$ cat src/rtl/fetch_unit_if.sv
// Bundles the instruction-memory request bus, the branch redirect inputs and the
// instruction output handshake between the fetch stage and its neighbours.
`timescale 1ns/1ps
interface fetch_unit_if #(
    parameter int word_size  = 32,
    parameter int addr_width = 8
);
    logic                  imem_req;
    logic [addr_width-1:0] imem_addr;
    logic                  imem_ack;
    logic [word_size-1:0]  imem_rdata;
    logic                  branch_taken;
    logic [addr_width-1:0] branch_target;
    logic [word_size-1:0]  instr_out;
    logic [addr_width-1:0] pc_out;
    logic                  instr_valid;
    logic                  instr_ready;

    modport master (
        output imem_req, imem_addr, instr_out, pc_out, instr_valid,
        input  imem_ack, imem_rdata, branch_taken, branch_target, instr_ready
    );

    modport slave (
        input  imem_req, imem_addr, instr_out, pc_out, instr_valid,
        output imem_ack, imem_rdata, branch_taken, branch_target, instr_ready
    );
endinterface

$ cat src/rtl/fetch_unit.sv
// Instruction fetch stage: PC, single-outstanding req/ack fetch, 2-entry prefetch
// FIFO presented over valid/ready, and branch redirect with drain of a pending fetch.
`timescale 1ns/1ps
module fetch_unit #(
    parameter int                    word_size  = 32,
    parameter int                    addr_width = 8,
    parameter logic [addr_width-1:0] reset_pc   = {addr_width{1'b0}},
    parameter int                    fifo_depth = 2
) (
    input  logic          clk,
    input  logic          rst,
    fetch_unit_if.master  bus
);

    typedef enum logic [0:0] {
        RUN   = 1'b0,
        DRAIN = 1'b1
    } state_e;

    localparam logic [addr_width-1:0] addr_one = {{(addr_width-1){1'b0}}, 1'b1};
    localparam logic [1:0]            depth_c  = 2'(fifo_depth);

    state_e                state_r, state_s;
    logic                  req_r, req_s;
    logic [addr_width-1:0] addr_r, addr_s;
    logic [addr_width-1:0] target_r, target_s;

    // FIFO slot 0 is always the head, so the output ports come straight off registers.
    logic                  v0_r, v0_s, v1_r, v1_s;
    logic [word_size-1:0]  d0_r, d0_s, d1_r, d1_s;
    logic [addr_width-1:0] p0_r, p0_s, p1_r, p1_s;

    logic                  pop_s;
    logic                  push_s;
    logic [1:0]            occ_s;
    logic                  space_s;

    // Next-state logic for the FIFO, the request register and the RUN/DRAIN FSM.
    always_comb begin
        state_s  = state_r;
        req_s    = req_r;
        addr_s   = addr_r;
        target_s = target_r;
        v0_s     = v0_r;
        v1_s     = v1_r;
        d0_s     = d0_r;
        d1_s     = d1_r;
        p0_s     = p0_r;
        p1_s     = p1_r;

        pop_s  = v0_r & bus.instr_ready;
        push_s = (state_r == RUN) & req_r & bus.imem_ack & ~bus.branch_taken;

        if (bus.branch_taken) begin
            v0_s = 1'b0;
            v1_s = 1'b0;
        end else begin
            case ({push_s, pop_s})
                2'b11: begin
                    if (v1_r) begin
                        d0_s = d1_r;
                        p0_s = p1_r;
                        d1_s = bus.imem_rdata;
                        p1_s = addr_r;
                    end else begin
                        d0_s = bus.imem_rdata;
                        p0_s = addr_r;
                    end
                end
                2'b10: begin
                    if (v0_r) begin
                        d1_s = bus.imem_rdata;
                        p1_s = addr_r;
                        v1_s = 1'b1;
                    end else begin
                        d0_s = bus.imem_rdata;
                        p0_s = addr_r;
                        v0_s = 1'b1;
                    end
                end
                2'b01: begin
                    d0_s = d1_r;
                    p0_s = p1_r;
                    v0_s = v1_r;
                    v1_s = 1'b0;
                end
                default: begin
                    v0_s = v0_r;
                    v1_s = v1_r;
                end
            endcase
        end

        // Issue only if the post-push/pop occupancy leaves room for the coming ack.
        occ_s   = {1'b0, v0_s} + {1'b0, v1_s};
        space_s = (occ_s < depth_c);

        case (state_r)
            RUN: begin
                if (bus.branch_taken) begin
                    target_s = bus.branch_target;
                    if (req_r & ~bus.imem_ack) begin
                        state_s = DRAIN;
                    end else begin
                        req_s  = 1'b1;
                        addr_s = bus.branch_target;
                    end
                end else if (req_r & bus.imem_ack) begin
                    addr_s = addr_r + addr_one;
                    req_s  = space_s;
                end else if (~req_r) begin
                    req_s = space_s;
                end else begin
                    req_s = 1'b1;
                end
            end
            DRAIN: begin
                if (bus.imem_ack) begin
                    state_s  = RUN;
                    req_s    = 1'b1;
                    addr_s   = bus.branch_taken ? bus.branch_target : target_r;
                    target_s = addr_s;
                end else if (bus.branch_taken) begin
                    target_s = bus.branch_target;
                end else begin
                    target_s = target_r;
                end
            end
            default: begin
                state_s = RUN;
                req_s   = 1'b0;
            end
        endcase
    end

    // State and output registers with synchronous reset.
    always_ff @(posedge clk) begin
        if (rst) begin
            state_r  <= RUN;
            req_r    <= 1'b0;
            addr_r   <= reset_pc;
            target_r <= reset_pc;
            v0_r     <= 1'b0;
            v1_r     <= 1'b0;
            d0_r     <= {word_size{1'b0}};
            d1_r     <= {word_size{1'b0}};
            p0_r     <= {addr_width{1'b0}};
            p1_r     <= {addr_width{1'b0}};
        end else begin
            state_r  <= state_s;
            req_r    <= req_s;
            addr_r   <= addr_s;
            target_r <= target_s;
            v0_r     <= v0_s;
            v1_r     <= v1_s;
            d0_r     <= d0_s;
            d1_r     <= d1_s;
            p0_r     <= p0_s;
            p1_r     <= p1_s;
        end
    end

    assign bus.imem_req    = req_r;
    assign bus.imem_addr   = addr_r;
    assign bus.instr_valid = v0_r;
    assign bus.instr_out   = d0_r;
    assign bus.pc_out      = p0_r;

endmodule

$ cat src/flat_wrapper.sv
// flat-port wrapper written by rule: the top's interface ports become plain ports
module fetch_unit_flat 
#(
    parameter int                    word_size  = 32,
    parameter int                    addr_width = 8,
    parameter logic [addr_width-1:0] reset_pc   = {addr_width{1'b0}},
    parameter int                    fifo_depth = 2
)
  (clk, rst, bus_imem_req, bus_imem_addr, bus_instr_out, bus_pc_out, bus_instr_valid, bus_imem_ack, bus_imem_rdata, bus_branch_taken, bus_branch_target, bus_instr_ready);
  fetch_unit_if #(.word_size(word_size), .addr_width(addr_width)) bus_i ();
  input  logic clk;
  input  logic rst;
  output wire logic [$bits(bus_i.imem_req)-1:0] bus_imem_req;
  output wire logic [$bits(bus_i.imem_addr)-1:0] bus_imem_addr;
  output wire logic [$bits(bus_i.instr_out)-1:0] bus_instr_out;
  output wire logic [$bits(bus_i.pc_out)-1:0] bus_pc_out;
  output wire logic [$bits(bus_i.instr_valid)-1:0] bus_instr_valid;
  input wire logic [$bits(bus_i.imem_ack)-1:0] bus_imem_ack;
  input wire logic [$bits(bus_i.imem_rdata)-1:0] bus_imem_rdata;
  input wire logic [$bits(bus_i.branch_taken)-1:0] bus_branch_taken;
  input wire logic [$bits(bus_i.branch_target)-1:0] bus_branch_target;
  input wire logic [$bits(bus_i.instr_ready)-1:0] bus_instr_ready;
  assign bus_imem_req = bus_i.imem_req;
  assign bus_imem_addr = bus_i.imem_addr;
  assign bus_instr_out = bus_i.instr_out;
  assign bus_pc_out = bus_i.pc_out;
  assign bus_instr_valid = bus_i.instr_valid;
  assign bus_i.imem_ack = bus_imem_ack;
  assign bus_i.imem_rdata = bus_imem_rdata;
  assign bus_i.branch_taken = bus_branch_taken;
  assign bus_i.branch_target = bus_branch_target;
  assign bus_i.instr_ready = bus_instr_ready;
  fetch_unit #(.word_size(word_size), .addr_width(addr_width), .reset_pc(reset_pc), .fifo_depth(fifo_depth)) u_core (.clk(clk), .rst(rst), .bus(bus_i));
endmodule
$ cat config.mk
export PLATFORM = sky130hd
export DESIGN_NAME = fetch_unit_flat
export DESIGN_NICKNAME = d
export VERILOG_FILES = /design/src/rtl/fetch_unit_if.sv /design/src/rtl/fetch_unit.sv /design/src/flat_wrapper.sv
export SDC_FILE = /design/constraint.sdc
export NUM_CORES = 1
export LEC_CHECK = 0
export ABC_AREA = 1
export BUFFER_PORTS_ARGS = -buffer_cell sky130_fd_sc_hd__buf_2
export CAP_MARGIN = 25
export CORE_ASPECT_RATIO = 1.75
export CORE_MARGIN = 3
export CORE_UTILIZATION = 50
export DETAILED_ROUTE_END_ITERATION = 8
export GPL_TIMING_DRIVEN = 1
export MAX_ROUTING_LAYER = met4
export PLACE_DENSITY = 0.73
export SYNTH_ARGS = -nofsm -noshare
export SYNTH_HDL_FRONTEND = slang
export SYNTH_SLANG_ARGS = --single-unit
export TNS_END_PERCENT = 30
$ cat constraint.sdc
create_clock -name clk -period 2 [get_ports clk]
set_input_delay 0.3 -clock clk [delete_from_list [all_inputs] [get_ports clk]]
set_output_delay 0.3 -clock clk [all_outputs]
set_load 0.05 [all_outputs]
==> results.json <==
{
  "syn_area_mm2": 0.00524,
  "ys_seq_area_share_pct": 38.2,
  "power.density_mw_per_mm2": 752,
  "crit_chain": "nor2_2 -> nand3_2 -> inv_2 -> ha_4 -> buf_12 -> a21oi_2 -> nand2_2 -> buf_12 -> clkbuf_16 -> a21oi_1",
  "min_path_type": "primary input to flip-flop",
  "clockRootBuffer": "clkbuf_16",
  "drc": 0,
  "die-area_mm2": 0.0118,
  "rsz0062_at_grt": "no",
  "ir_worst_vdd_uv": 469,
  "drive_gt1_share_pct": 15.9,
  "finalCriticalPeriod_ns": 1.79,
  "syn_area_per_cell_um2": 6.12,
  "crit_path_top_delay_cell": "dfxtp_1",
  "hold_buffers": 0,
  "routed_wl_um": 13400,
  "drt-vias-per-instance": 5.04,
  "place_congestion": 0.860,
  "pin_count": 95,
  "fin_nets": 979,
  "dr.pass1.iters": 4,
  "clock_path_buffers": 2,
  "clkTransAtPathRegs_ns": 0.07,
  "leakage_uw": 0.00300,
  "crit_path_end_kind": "flip-flop",
  "core_area_mm2": 0.0100,
  "diodes": 0,
  "route.vias.total": 5329,
  "grt_pass1_vias": 4904,
  "setup_viol": 0,
  "initialDrtViolationCount": 254,
  "die_x_um": 83.4,
  "status": "finished clean",
  "path_class": "flip-flop to flip-flop",
  "syn_inst": 857,
  "final.setup.tns_ns": 0,
  "routedWlPerCell_um": 12.7,
  "crit_family": "buffers and inverters",
  "slew_headroom_pct": 69.7,
  "synth.distinct_cells": 20,
  "dp_hpwl_um": 8290,
  "mostFrequentLayoutCells": "nand2_1 (240), o21ai_0 (135), nor2_1 (104)",
  "yosys_warnings": 0,
  "hold_ws_ns": 0.229,
  "clk-insertion-delay-late_ns": 0.34,
  "core.rowCount": 48,
  "track_usage_pct": 22.4,
  "cts_tree": "yes",
  "dp_cells": 1040,
  "ant_nets": 0,
  "finalNonFillerCells": 1058,
  "worstMarginPinSlew_ns": 0.455,
  "clkSinkCount": 100,
  "synth_nets": 906,
  "die_h_um": 141,
  "grt_max_degree": 75,
  "cap_violations": 0,
  "min_period_over_period_pct": 89.5,
  "critPathBufInv": 4,
  "cts_htree_levels": 3,
  "slowest_delay_ns": 0.38,
  "ys_ff_latch": 100,
  "area_growth_pct": 20.3,
  "finalHoldViolCount": 0,
  "antenna_found_initial": 0,
  "maxSlewViolCount": 0,
  "cp_max_fo": 18,
  "critPathRequiredTime_ns": 2.27,
  "io_buffers": 94,
  "crit_path_start_kind": "flip-flop",
  "fin_skew_ns": 0.00793,
  "grt_overflow_total": 0,
  "start_util_pct": 52.3,
  "max_freq_mhz": 559,
  "cpMostUsedCell": "buf_12",
  "cts_inserted_buffers": 9,
  "arrival_ns": 2.05,
  "grt_pass1_wl_um": 21600,
  "final_common_cell": "nand2_1"
}
-- synth_stat cells, drive strengths merged --
cell / count / share of area [%]
nor2: 105 / 7.5
nand3: 10 / 1.1
clkbuf: 33 / 2.4
clkinv: 1 / 0.072
inv: 99 / 7.1
o21bai: 3 / 0.43
nand2: 241 / 17
nor3: 2 / 0.19
or2: 5 / 0.60
buf: 21 / 1.9
dfxtp: 100 / 38
ha: 4 / 0.95
a21oi: 97 / 9.3
o21ai: 136 / 13
-- cell families (layout without fill, tap and decap cells) --
| kind of cell | after synthesis | in the layout | synth area share (%) |
|---|---|---|---|
| simple gates | 363 | 363 | 26.7 |
| compound gates | 236 | 236 | 22.7 |
| flops | 100 | 100 | 38.2 |
| buf+inv | 154 | 230 | 11.5 |
| fa+ha+maj | 4 | 4 | 0.955 |
-- flip-flops by register name (all words and copies together), names as in the netlist --
signal                  count
u_core.bus.imem_addr        8
u_core.p1_r                 8
u_core.bus.instr_valid      1
u_core.d1_r                32
u_core.bus.instr_out       32
u_core.v1_r                 1
u_core.bus.imem_req         1
u_core.bus.pc_out           8
u_core.state_r              1
u_core.target_r             8
-- layer usage --
metal | wire length [um] | global-route usage, % | vias to the layer above
li1 | - | - | 2824
met1 | 5730 | 24.4 | 2375
met2 | 6840 | 40.3 | 105
met3 | 468 | 3.02 | 25
met4 | 380 | 9.99 | 0
met5 | 0 | - | -
-- report_power, final --
group	total, uW	switching (uW)	internal [uW]
clock network	1740	720	1020
logic	845	581	264
registers	2150	65.5	2090
-- stage by stage --
stage                     utilization (%)  power (uW)  cell area (um^2)  setup WS [ns]
after floorplan                         -        2770              5240         0.0557
after global placement               58.8        3020              5900         0.0883
after detailed placement             58.8        3020              5900         0.0206
after CTS                            61.7        4760              6190         0.0582
after global routing                 62.9        4950              6300         0.0337
final                                62.9        4740              6300          0.211
-- path summary, 6_finish.rpt --
| path | start | endpoint | slack [ns] | depth (start not counted) |
|---|---|---|---|---|
| max | u_core.state_r | u_core.d1_r[6] | 0.21 | 10 |
| min | bus_branch_target[0] | u_core.target_r[0] | 0.23 | 3 |
| max reg2reg | u_core.state_r | u_core.d1_r[6] | 0.21 | 10 |
| min reg2reg | u_core.target_r[0] | u_core.target_r[0] | 0.47 | 2 |
-- cell type report --
type	count	area (um^2)
clock buffer	12	256
clock inverter	2	35.0
fill	996	3720
inverter	100	375
multi-input combinational	603	2660
sequential	100	2000
tap	125	156
timing repair buffer	116	813
-- repair_timing --
action,CTS,global route
resized for setup,0,5
setup endpoints to repair,0,60
endpoints found under the hold margin,0,0
setup buffers,0,1
-- worst register-to-register path: stages, from the launching register on --
cell,delay [ns]
dfxtp_1,0.38
nor2_2,0.07
nand3_2,0.08
inv_2,0.06
ha_4,0.18
buf_12,0.16
a21oi_2,0.16
nand2_2,0.13
buf_12,0.16
clkbuf_16,0.17
a21oi_1,0.16
Power figures use the tool's default switching activity.
